--- src/rtl/ripple_count_monitor_pkg.sv ---
// Shared types, default parameters and the modular-delta classifier for the
// ripple counter monitor.
package ripple_mon_pkg;

    localparam int DEF_WIDTH         = 4;
    localparam int DEF_STABLE_CYCLES = 3;
    localparam int DEF_EPOCH_W       = 8;

    typedef enum logic {
        INIT  = 1'b0,
        TRACK = 1'b1
    } state_t;

    typedef enum logic [1:0] {
        D_NONE = 2'd0,
        D_UP   = 2'd1,
        D_DOWN = 2'd2,
        D_SKIP = 2'd3
    } delta_kind_t;

    // d is (new - old) already reduced modulo 2^w by the caller's width.
    function automatic delta_kind_t classify_delta(input logic [31:0] d, input int w);
        logic [31:0] mask;
        logic [31:0] dm;
        mask = (w >= 32) ? 32'hFFFF_FFFF : ((32'd1 << w) - 32'd1);
        dm   = d & mask;
        if (dm == 32'd0)
            return D_NONE;
        else if (dm == 32'd1)
            return D_UP;
        else if (dm == mask)
            return D_DOWN;
        else
            return D_SKIP;
    endfunction

endpackage

--- src/rtl/ripple_count_monitor_if.sv ---
// Bundle between the raw ripple counter (master) and the monitor (slave),
// including the monitor FSM state for observation.
interface ripple_mon_if
    import ripple_mon_pkg::*;
#(
    parameter int WIDTH   = DEF_WIDTH,
    parameter int EPOCH_W = DEF_EPOCH_W
);
    // count_in/up_or_down are free-running level signals with no handshake;
    // every monitor output pulse lasts exactly one clk cycle, sticky flags hold.
    logic [WIDTH-1:0]   count_in;
    logic               up_or_down;
    logic [WIDTH-1:0]   count_q;
    logic               count_valid;
    logic               step_up;
    logic               step_down;
    logic               wrap;
    logic [EPOCH_W-1:0] epoch;
    logic               skip_err;
    logic               dir_err;
    state_t             state;

    modport master (
        output count_in, up_or_down,
        input  count_q, count_valid, step_up, step_down, wrap, epoch,
               skip_err, dir_err, state
    );

    modport slave (
        input  count_in, up_or_down,
        output count_q, count_valid, step_up, step_down, wrap, epoch,
               skip_err, dir_err, state
    );
endinterface

--- src/rtl/ripple_count_monitor_sync_2ff.sv ---
// Two-flop synchronizer, one pair per bit, cleared synchronously.
module sync_2ff #(
    parameter int W = 1
) (
    input  logic         clk,
    input  logic         clear,
    input  logic [W-1:0] d,
    output logic [W-1:0] q
);
    logic [W-1:0] r_s1;
    logic [W-1:0] r_s2;

    always_ff @(posedge clk) begin
        if (clear) begin
            r_s1 <= '0;
            r_s2 <= '0;
        end else begin
            r_s1 <= d;
            r_s2 <= r_s1;
        end
    end

    assign q = r_s2;
endmodule

--- src/rtl/ripple_count_monitor.sv ---
// Synchronizes, debounces and classifies the ripple counter output, keeping
// an epoch (wrap) count and sticky skip/direction error flags.
module ripple_count_monitor
    import ripple_mon_pkg::*;
#(
    parameter int WIDTH         = DEF_WIDTH,
    parameter int STABLE_CYCLES = DEF_STABLE_CYCLES,
    parameter int EPOCH_W       = DEF_EPOCH_W
) (
    input  logic        clk,
    input  logic        clear,
    ripple_mon_if.slave bus
);
    localparam int STAB_W = (STABLE_CYCLES > 1) ? $clog2(STABLE_CYCLES) : 1;
    localparam logic [STAB_W-1:0] STAB_MAX = STAB_W'(STABLE_CYCLES - 1);
    localparam logic [WIDTH-1:0]  CNT_MAX  = '1;

    logic [WIDTH-1:0]   w_cnt_s;
    logic               w_dir_s;
    logic               w_stable;
    logic [WIDTH-1:0]   w_delta;
    delta_kind_t        w_kind;

    logic [WIDTH-1:0]   r_cand;
    logic [STAB_W-1:0]  r_stab;
    state_t             r_state;
    logic [WIDTH-1:0]   r_count_q;
    logic               r_count_valid;
    logic               r_step_up;
    logic               r_step_down;
    logic               r_wrap;
    logic [EPOCH_W-1:0] r_epoch;
    logic               r_skip_err;
    logic               r_dir_err;

    sync_2ff #(.W(WIDTH)) u_sync_cnt (
        .clk   (clk),
        .clear (clear),
        .d     (bus.count_in),
        .q     (w_cnt_s)
    );

    sync_2ff #(.W(1)) u_sync_dir (
        .clk   (clk),
        .clear (clear),
        .d     (bus.up_or_down),
        .q     (w_dir_s)
    );

    // Any change restarts the count, so a value must be seen STABLE_CYCLES times in a row.
    always_ff @(posedge clk) begin
        if (clear) begin
            r_cand <= '0;
            r_stab <= '0;
        end else if (w_cnt_s != r_cand) begin
            r_cand <= w_cnt_s;
            r_stab <= '0;
        end else if (r_stab != STAB_MAX) begin
            r_stab <= r_stab + STAB_W'(1);
        end
    end

    assign w_stable = (w_cnt_s == r_cand) && (r_stab == STAB_MAX);
    assign w_delta  = r_cand - r_count_q;
    assign w_kind   = classify_delta(32'(w_delta), WIDTH);

    always_ff @(posedge clk) begin
        if (clear) begin
            r_state       <= INIT;
            r_count_q     <= '0;
            r_count_valid <= 1'b0;
            r_step_up     <= 1'b0;
            r_step_down   <= 1'b0;
            r_wrap        <= 1'b0;
            r_epoch       <= '0;
            r_skip_err    <= 1'b0;
            r_dir_err     <= 1'b0;
        end else begin
            r_count_valid <= 1'b0;
            r_step_up     <= 1'b0;
            r_step_down   <= 1'b0;
            r_wrap        <= 1'b0;
            case (r_state)
                INIT: begin
                    if (w_stable) begin
                        r_count_q     <= r_cand;
                        r_count_valid <= 1'b1;
                        r_state       <= TRACK;
                    end
                end
                TRACK: begin
                    if (w_stable && (r_cand != r_count_q)) begin
                        r_count_q     <= r_cand;
                        r_count_valid <= 1'b1;
                        case (w_kind)
                            D_UP: begin
                                r_step_up <= 1'b1;
                                if (!w_dir_s)
                                    r_dir_err <= 1'b1;
                                if (r_count_q == CNT_MAX) begin
                                    r_wrap  <= 1'b1;
                                    r_epoch <= r_epoch + EPOCH_W'(1);
                                end
                            end
                            D_DOWN: begin
                                r_step_down <= 1'b1;
                                if (w_dir_s)
                                    r_dir_err <= 1'b1;
                                if (r_count_q == '0) begin
                                    r_wrap  <= 1'b1;
                                    r_epoch <= r_epoch - EPOCH_W'(1);
                                end
                            end
                            D_SKIP:  r_skip_err <= 1'b1;
                            default: ;
                        endcase
                    end
                end
                default: r_state <= INIT;
            endcase
        end
    end

    assign bus.count_q     = r_count_q;
    assign bus.count_valid = r_count_valid;
    assign bus.step_up     = r_step_up;
    assign bus.step_down   = r_step_down;
    assign bus.wrap        = r_wrap;
    assign bus.epoch       = r_epoch;
    assign bus.skip_err    = r_skip_err;
    assign bus.dir_err     = r_dir_err;
    assign bus.state       = r_state;
endmodule

--- src/flat_wrapper.sv ---
// flat-port wrapper written by rule: the top's interface ports become plain ports
module ripple_count_monitor_flat import ripple_mon_pkg::*;
#(
    parameter int WIDTH         = DEF_WIDTH,
    parameter int STABLE_CYCLES = DEF_STABLE_CYCLES,
    parameter int EPOCH_W       = DEF_EPOCH_W
)
  (clk, clear, bus_count_in, bus_up_or_down, bus_count_q, bus_count_valid, bus_step_up, bus_step_down, bus_wrap, bus_epoch, bus_skip_err, bus_dir_err, bus_state);
  ripple_mon_if #(.WIDTH(WIDTH), .EPOCH_W(EPOCH_W)) bus_i ();
  input  logic clk;
  input  logic clear;
  input wire logic [$bits(bus_i.count_in)-1:0] bus_count_in;
  input wire logic [$bits(bus_i.up_or_down)-1:0] bus_up_or_down;
  output wire logic [$bits(bus_i.count_q)-1:0] bus_count_q;
  output wire logic [$bits(bus_i.count_valid)-1:0] bus_count_valid;
  output wire logic [$bits(bus_i.step_up)-1:0] bus_step_up;
  output wire logic [$bits(bus_i.step_down)-1:0] bus_step_down;
  output wire logic [$bits(bus_i.wrap)-1:0] bus_wrap;
  output wire logic [$bits(bus_i.epoch)-1:0] bus_epoch;
  output wire logic [$bits(bus_i.skip_err)-1:0] bus_skip_err;
  output wire logic [$bits(bus_i.dir_err)-1:0] bus_dir_err;
  output wire logic [$bits(bus_i.state)-1:0] bus_state;
  assign bus_i.count_in = bus_count_in;
  assign bus_i.up_or_down = bus_up_or_down;
  assign bus_count_q = bus_i.count_q;
  assign bus_count_valid = bus_i.count_valid;
  assign bus_step_up = bus_i.step_up;
  assign bus_step_down = bus_i.step_down;
  assign bus_wrap = bus_i.wrap;
  assign bus_epoch = bus_i.epoch;
  assign bus_skip_err = bus_i.skip_err;
  assign bus_dir_err = bus_i.dir_err;
  assign bus_state = bus_i.state;
  ripple_count_monitor #(.WIDTH(WIDTH), .STABLE_CYCLES(STABLE_CYCLES), .EPOCH_W(EPOCH_W)) u_core (.clk(clk), .clear(clear), .bus(bus_i));
endmodule
--- config.mk ---
export PLATFORM = sky130hd
export DESIGN_NAME = ripple_count_monitor_flat
export DESIGN_NICKNAME = d
export VERILOG_FILES = /design/src/rtl/ripple_count_monitor_pkg.sv /design/src/rtl/ripple_count_monitor_if.sv /design/src/rtl/ripple_count_monitor_sync_2ff.sv /design/src/rtl/ripple_count_monitor.sv /design/src/flat_wrapper.sv
export SDC_FILE = /design/constraint.sdc
export NUM_CORES = 1
export LEC_CHECK = 0
export ABC_AREA = 1
export BUFFER_PORTS_ARGS = -buffer_cell sky130_fd_sc_hd__buf_4
export CAP_MARGIN = 10
export CORE_MARGIN = 3
export CORE_UTILIZATION = 35
export DETAILED_ROUTE_END_ITERATION = 8
export GPL_TIMING_DRIVEN = 0
export PLACE_DENSITY = 0.56
export SLEW_MARGIN = 20
export SYNTH_ARGS = -nofsm -noshare
export SYNTH_HDL_FRONTEND = slang
export SYNTH_SLANG_ARGS = --single-unit
export TNS_END_PERCENT = 5
--- constraint.sdc ---
create_clock -name clk -period 4.2 [get_ports clk]
set_input_delay 0.63 -clock clk [delete_from_list [all_inputs] [get_ports clk]]
set_output_delay 0.63 -clock clk [all_outputs]
set_load 0.01 [all_outputs]
=== Word-level counts from Yosys, hierarchy flattened ===
Index checks and enable logic that the tools add are counted.

* Add/subtract/negate cells: 4
* Equal/unequal tests: 17
* Multiplexer cells: 21
* Bitwise logic cells: 2
* Reduce and logical (&&, ||, !) cells: 11

{| class="wikitable"
|+ Operator list
! operator !! number
|-
| logical NOT 32 bit || 1
|-
| two-way mux 8 bit || 2
|-
| case mux 8 bit (2 select lines) || 1
|-
| two-way mux 1 bit || 10
|-
| AND reduction 5 bit || 2
|-
| adder 8 x 1 -> 8 bit (second input constant) || 1
|-
| equality test 4 bit (second input constant) || 2
|-
| two-way mux 4 bit || 2
|-
| != test 2 bit (second input constant) || 4
|-
| != test 4 bit || 2
|-
| case mux 4 bit (2 select lines) || 1
|-
| subtractor 8 x 1 -> 8 bit (second input constant) || 1
|-
| equality test 2 bit (second input constant) || 3
|-
| != test 2 x 1 -> 1 bit (second input constant) || 3
|-
| case mux 1 bit (2 select lines) || 3
|-
| equality test 4 x 1 -> 1 bit (second input constant) || 1
|-
| equality test 4 bit || 1
|-
| logical NOT 4 bit || 1
|-
| two-way mux 2 bit || 2
|-
| subtractor 4 bit || 1
|-
| AND reduction 3 bit || 1
|-
| OR reduction 3 bit || 1
|-
| adder 2 x 1 -> 2 bit (second input constant) || 1
|-
| equality test 2 x 1 -> 1 bit (second input constant) || 1
|-
| 5 further kinds || 7
|}

* Register bits: 35
* Bits of input ports: 7
* Output and inout bits: 19
* Logic and storage cells: 70

=== Depth between registers and ports, before layout ===
* Depth in word-level cells: 8
* Gate-level depth with buffers: 22
* Mapped depth without buffers: 21

=== By module ===
From an unflattened synthesis, not the netlist that was laid out.

* Cell total of the unflattened synthesis: 264
* Area total of the unflattened synthesis: 1901.8 µm²

{| class="wikitable"
|+ By module, submodules not included
! module !! instances !! cells each !! area each (µm²) !! sequential area each (µm²)
|-
| ripple_count_monitor || 1 || 233 || 1615.3 || 500.5
|-
| sync_2ff at u_core.u_sync_cnt || 1 || 25 || 231.5 || 160.2
|-
| sync_2ff at u_core.u_sync_dir || 1 || 6 || 55.1 || 40.0
|}

=== Least setup slack after synthesis ===
No wires, ideal clock.

* Kind: register to register
* Start: register u_core.r_count_q[0] (netlist: u_core.bus.count_q[0])
* End: register u_core.r_epoch[7] (netlist: u_core.bus.epoch[7])
* Setup time: 131 ps
* Data arrival time: 2496 ps
* Data required time: 4069 ps
* Path slack: 1573 ps
* Stages on the path, launching flop included: 16
* Period minus slack after synthesis: 2627 ps
* Cells stage by stage: dfxtp_1 > ha_1 > fa_1 > xor2_2 > nor2_2 > nand3_2 > buf_6 > inv_2 > ha_1 > a21oi_1 > o21a_1 > nand2_1 > nand2_1 > nand2_1 > nand2_1 > a21oi_2

* Word-level cells in the longest chain between the ends: 8
* Elaborated cells between the ends (all ways): 18

{| class="wikitable"
|+ RTL lines
! element !! RTL line !! source
|-
| start, declared || ripple_count_monitor.sv:27 || <nowiki>logic [WIDTH-1:0] r_count_q;</nowiki>
|-
| start signal, assigned || ripple_count_monitor.sv:86 || <nowiki>r_count_q <= r_cand;</nowiki>
|-
| start signal, assigned || ripple_count_monitor.sv:93 || <nowiki>r_count_q <= r_cand;</nowiki>
|-
| subtractor 4 bit || ripple_count_monitor.sv:64 || <nowiki>assign w_delta = r_cand - r_count_q;</nowiki>
|-
| equality test 4 bit || ripple_count_monitor_pkg.sv:31 || <nowiki>else if (dm == mask)</nowiki>
|-
| two-way mux 1 bit || ripple_count_monitor_pkg.sv:31 ||
|-
| two-way mux 2 bit || ripple_count_monitor_pkg.sv:29 || <nowiki>else if (dm == 32'd1)</nowiki>
|-
| two-way mux 2 bit || ripple_count_monitor_pkg.sv:27 || <nowiki>if (dm == 32'd0)</nowiki>
|-
| equality test 2 bit / equality test 2 x 1 -> 1 bit (equally long branches) || ripple_count_monitor.sv:95 || <nowiki>case (w_kind)</nowiki>
|-
| != test 2 x 1 -> 1 bit (no source line) / nonzero test 2 bit (equally long branches) || - ||
|-
| AND reduction 5 bit (no source line) || - ||
|-
| end signal, assigned || ripple_count_monitor.sv:102 || <nowiki>r_epoch <= r_epoch + EPOCH_W'(1);</nowiki>
|-
| end signal, assigned || ripple_count_monitor.sv:111 || <nowiki>r_epoch <= r_epoch - EPOCH_W'(1);</nowiki>
|-
| end, declared || ripple_count_monitor.sv:32 || <nowiki>logic [EPOCH_W-1:0] r_epoch;</nowiki>
|}

Several ways; a longest one is shown, not always the timed one.
A chain may end at the register's enable or synchronous reset.

=== Final worst setup path ===
* Start: register u_core.r_cand[0]
* End: register u_core.r_epoch[6] (netlist: u_core.bus.epoch[6])

* Word-level cells in the longest chain between the ends: 8
* Elaborated cells between the ends (all ways): 18

{| class="wikitable"
|+ RTL lines
! element !! RTL line !! source
|-
| start, declared || ripple_count_monitor.sv:24 || <nowiki>logic [WIDTH-1:0] r_cand;</nowiki>
|-
| start signal, assigned || ripple_count_monitor.sv:56 || <nowiki>r_cand <= w_cnt_s;</nowiki>
|-
| subtractor 4 bit || ripple_count_monitor.sv:64 ||
|-
| equality test 4 bit || ripple_count_monitor_pkg.sv:31 ||
|-
| two-way mux 1 bit || ripple_count_monitor_pkg.sv:31 ||
|-
| two-way mux 2 bit || ripple_count_monitor_pkg.sv:29 ||
|-
| two-way mux 2 bit || ripple_count_monitor_pkg.sv:27 ||
|-
| equality test 2 bit / equality test 2 x 1 -> 1 bit (equally long branches) || ripple_count_monitor.sv:95 ||
|-
| != test 2 x 1 -> 1 bit (no source line) / nonzero test 2 bit (equally long branches) || - ||
|-
| AND reduction 5 bit (no source line) || - ||
|}

Several ways; a longest one is shown, not always the timed one.

==> metrics.csv <==
stage,metric,value,unit
final_layout,area of the multi-input gates,908,um2
global_route,GR Util All Layers,13.6,%
sta,Final Cycle Share,70.3,%
floorplanning,Core Area,4850,um2
place,Setup Slack @ Placement,1.24,ns
sta,Period minus WS final,2.95,ns
floorplanning,Die W,77.9,um
floorplanning,site row count,25,
setup_path,R2R Setup Slk,1.25,ns
global_route,total global routing overflow,0,
power,VDD IR max,161,uV
floorplanning,Die Y-Extent,77.9,um
setup_path,CP max stage delay,0.42,ns
yosys,Netlist cell types,31,
route,DR DRC count,0,
setup_path,arrival time worst endpoint,3.14,ns
clock_tree,# resized after CTS,0,
setup_path,Crit Reg-Reg Endpoint,u_core.bus.epoch[6]$_SDFFE_PP0P_,
sta,WHS,0.403,ns
clock_tree,CTS tree,done,
floorplanning,area of the die,6060,um2
route,via/cell ratio,4.52,
clock_tree,Clock Path Buffers,2,
place,DPL Wire Length,2.88,mm
yosys,Mapped Cells,247,
place,Post-Place Cells,339,
sta,PnR worst setup slack,1.25,ns
final_layout,final std cells w/o fill,347,
setup_path,FF-to-FF Start,u_core.r_cand[0]$_SDFFE_PP0P_,
sta,worst clock skew,0.00427,ns
setup_path,"delay-heaviest family, CP",simple AND/OR/NAND/NOR gates,
setup_path,CP Depth,20,
final_layout,synth-to-layout area growth,22.6,%
global_route,largest net degree at the start of global routing,13,
setup_path,R2R cell count,20,
worst_hold_path,HP Class,reg2reg,
final_layout,Util after Layout,45.7,%
route,Iter 0 DRT Violations,83,
final_layout,# fillers,507,
final_layout,share of layout cells above drive strength 1,18.6,%
sta,Worst Max-Slew Pin Slew,0.492,ns
route,DR vias,1567,
clock_tree,CTS sink count,35,
setup_path,CP Class,reg2reg,
clock_tree,H-tree depth,2,
worst_hold_path,hold_sp,u_core.u_sync_cnt.r_s1[0]$_SDFF_PP0_,
place,port bufs,25,
global_route,number of global-route vias before repair,1366,
sta,setup_tns,0,ns
yosys,register area share after synthesis,38.8,%
sta,Fmax,0.339,GHz
setup_path,cell mode on critical path,nand2_1,
route,DR pass1 iterations,4,
clock_tree,clock root cell,clkbuf_8,
sta,"Hold Violations, Final",0,
route,post-route ant nets,0,
setup_path,Critical Path Start Type,register,
yosys,Synth Net Count,262,
status,status,finished clean,
sta,worst relative slew slack,67.2,%
final_layout,most frequent cells in the layout,"nand2_1 (46), inv_1 (45), dfxtp_1 (35), nor2_1 (30), buf_4 (25)",
setup_path,CP bufs+invs,5,
yosys,syn avg cell area,7.32,um2
sta,"Slew Viols, Final",0,
setup_path,crit path max fanout,10,
final_layout,"leading cell type in the layout, fill and taps excluded",nand2_1,
setup_path,Slowest cell on crit path,fa_1,
sta,final setup vio count,0,
final_layout,Layout Nets,294,
sta,RSZ-0062 raised after global routing,no,
power,leakage power,1.08,nW
setup_path,CP endpoint kind,register,
clock_tree,clk_lat worst skew,0.29,ns
setup_path,crit path launch,u_core.r_cand[0]$_SDFFE_PP0P_,
yosys,Post-Syn Area,1810,um2
final_layout,number of inserted diodes,0,
power,PwrDens,348,nW/um2
setup_path,Critical Path RT,4.39,ns
floorplanning,Initial Util,37.3,%
clock_tree,Num CTS Buffers,5,
floorplanning,IO Pins,26,
clock_tree,cts hold-fix bufs,0,
clock_tree,"Setup Fix Bufs, Post-CTS",0,
yosys,#FFs+latches synth,35,
global_route,first-pass GRT wire length,6.53,mm
route,drt total wl,3.76,mm
global_route,initial antenna violation count,0,
clock_tree,clock slew at reported path FFs,0.07,ns
yosys,Syn. warnings,0,
setup_path,crit-path cells,"inv_1, ha_1, fa_1, xor2_2, nor2_2, nand3_2, buf_6, nand2_4, nand2_1, inv_1, ha_1, inv_1, nand2_1, nand2_1, o21ai_2, nand2_1, nand3_1, nand3_1, nand2_1, inv_1",
final_layout,Sequential Area,701,um2
place,Placer Congestion,0.789,
route,routed length per instance,10.8,um
setup_path,Critical Path End,u_core.bus.epoch[6]$_SDFFE_PP0P_,
job,MaxCap Viol Count,0,
## power by group
group	internal (mW)	switching (mW)
Combinational	0.0242	0.0382
Sequential	0.341	0.00642
Clock	0.237	0.125
## registers in the layout, summed over array words and instances, names as in the netlist
name                    cells
u_core.u_sync_dir.q         1
u_core.u_sync_cnt.r_s1      4
u_core.bus.step_up          1
u_core.bus.epoch            8
u_core.r_cand               4
u_core.bus.wrap             1
u_core.bus.count_q          4
u_core.u_sync_dir.r_s1      1
u_core.r_stab               2
u_core.bus.skip_err         1
u_core.bus.dir_err          1
u_core.bus.count_valid      1
u_core.bus.step_down        1
u_core.bus.state            1
u_core.u_sync_cnt.q         4
## cells in the mapped netlist (all sizes together)
cell type  count  area (um2)
a21oi         16        87.6
nand2         49         196
xnor2          1        8.76
o21bai         2        26.3
nand4          5        31.3
dfxtp         35         701
o21ai         13        72.6
nor4           2        18.8
clkbuf         2        7.51
nor2          33         136
inv           48         180
o21a           3        22.5
xor2           9        86.3
buf            1        11.3
o31ai          1        7.51
ha             7        87.6
a31oi          1        6.26
fa             1        20.0
nand3         18         100
## kinds of logic (layout without fill, tap and decap cells)
group / count (synthesis) / count (layout) / synth area share, %
xor gates and xnor gates: 10 / 10 / 5.26
AOI/OAI and AO/OA: 36 / 36 / 12.3
and+or+nand+nor: 107 / 107 / 26.7
adders and majority gates: 8 / 8 / 5.95
buffers and inverters: 51 / 84 / 11.0
DFF: 35 / 35 / 38.8
## worst min-delay path by stage
stage,endpoint,slack [ns],depth (start not counted)
6_report,u_core.u_sync_cnt.q[0]$_SDFF_PP0_,0.40,2
5_1_grt,u_core.u_sync_cnt.q[0]$_SDFF_PP0_,0.42,2
4_1_cts,u_core.u_sync_cnt.q[3]$_SDFF_PP0_,0.41,2
3_5_place_dp,u_core.u_sync_cnt.q[3]$_SDFF_PP0_,0.39,2
3_3_place_gp,u_core.u_sync_cnt.q[1]$_SDFF_PP0_,0.39,2
2_1_floorplan,u_core.u_sync_cnt.q[0]$_SDFF_PP0_,0.39,2
## through the flow
stage          area [um2]  total power, mW
2_1_floorplan        1810            0.398
6_report             2220            0.772
3_3_place_gp         2080            0.417
4_1_cts              2220            0.781
3_5_place_dp         2080            0.418
5_1_grt              2220            0.811
## cell type report
| cell class | instances | area share (%) |
|---|---|---|
| repair buffers | 25 | 8.47 |
| plain buffers | 3 | 0.847 |
| flip-flops and latches | 35 | 31.6 |
| inverters | 48 | 8.13 |
| clock buffers | 5 | 3.11 |
| well taps | 67 | 3.78 |
| clock inverters | 3 | 3.05 |
| multi-input cells | 161 | 41.0 |
## tightest hold or removal path: stages, from the launching register on
cell and delay, ns:
dfxtp_1 0.30, inv_1 0.04, nor2_1 0.03
## per-layer routing
layer,GRT usage [%],part of all wire (%)
met1,19.1,51
met2,20.1,43
met3,3.48,4.3
met4,4.80,1.4
met5,0,0
(Power assumes the default switching activity.)
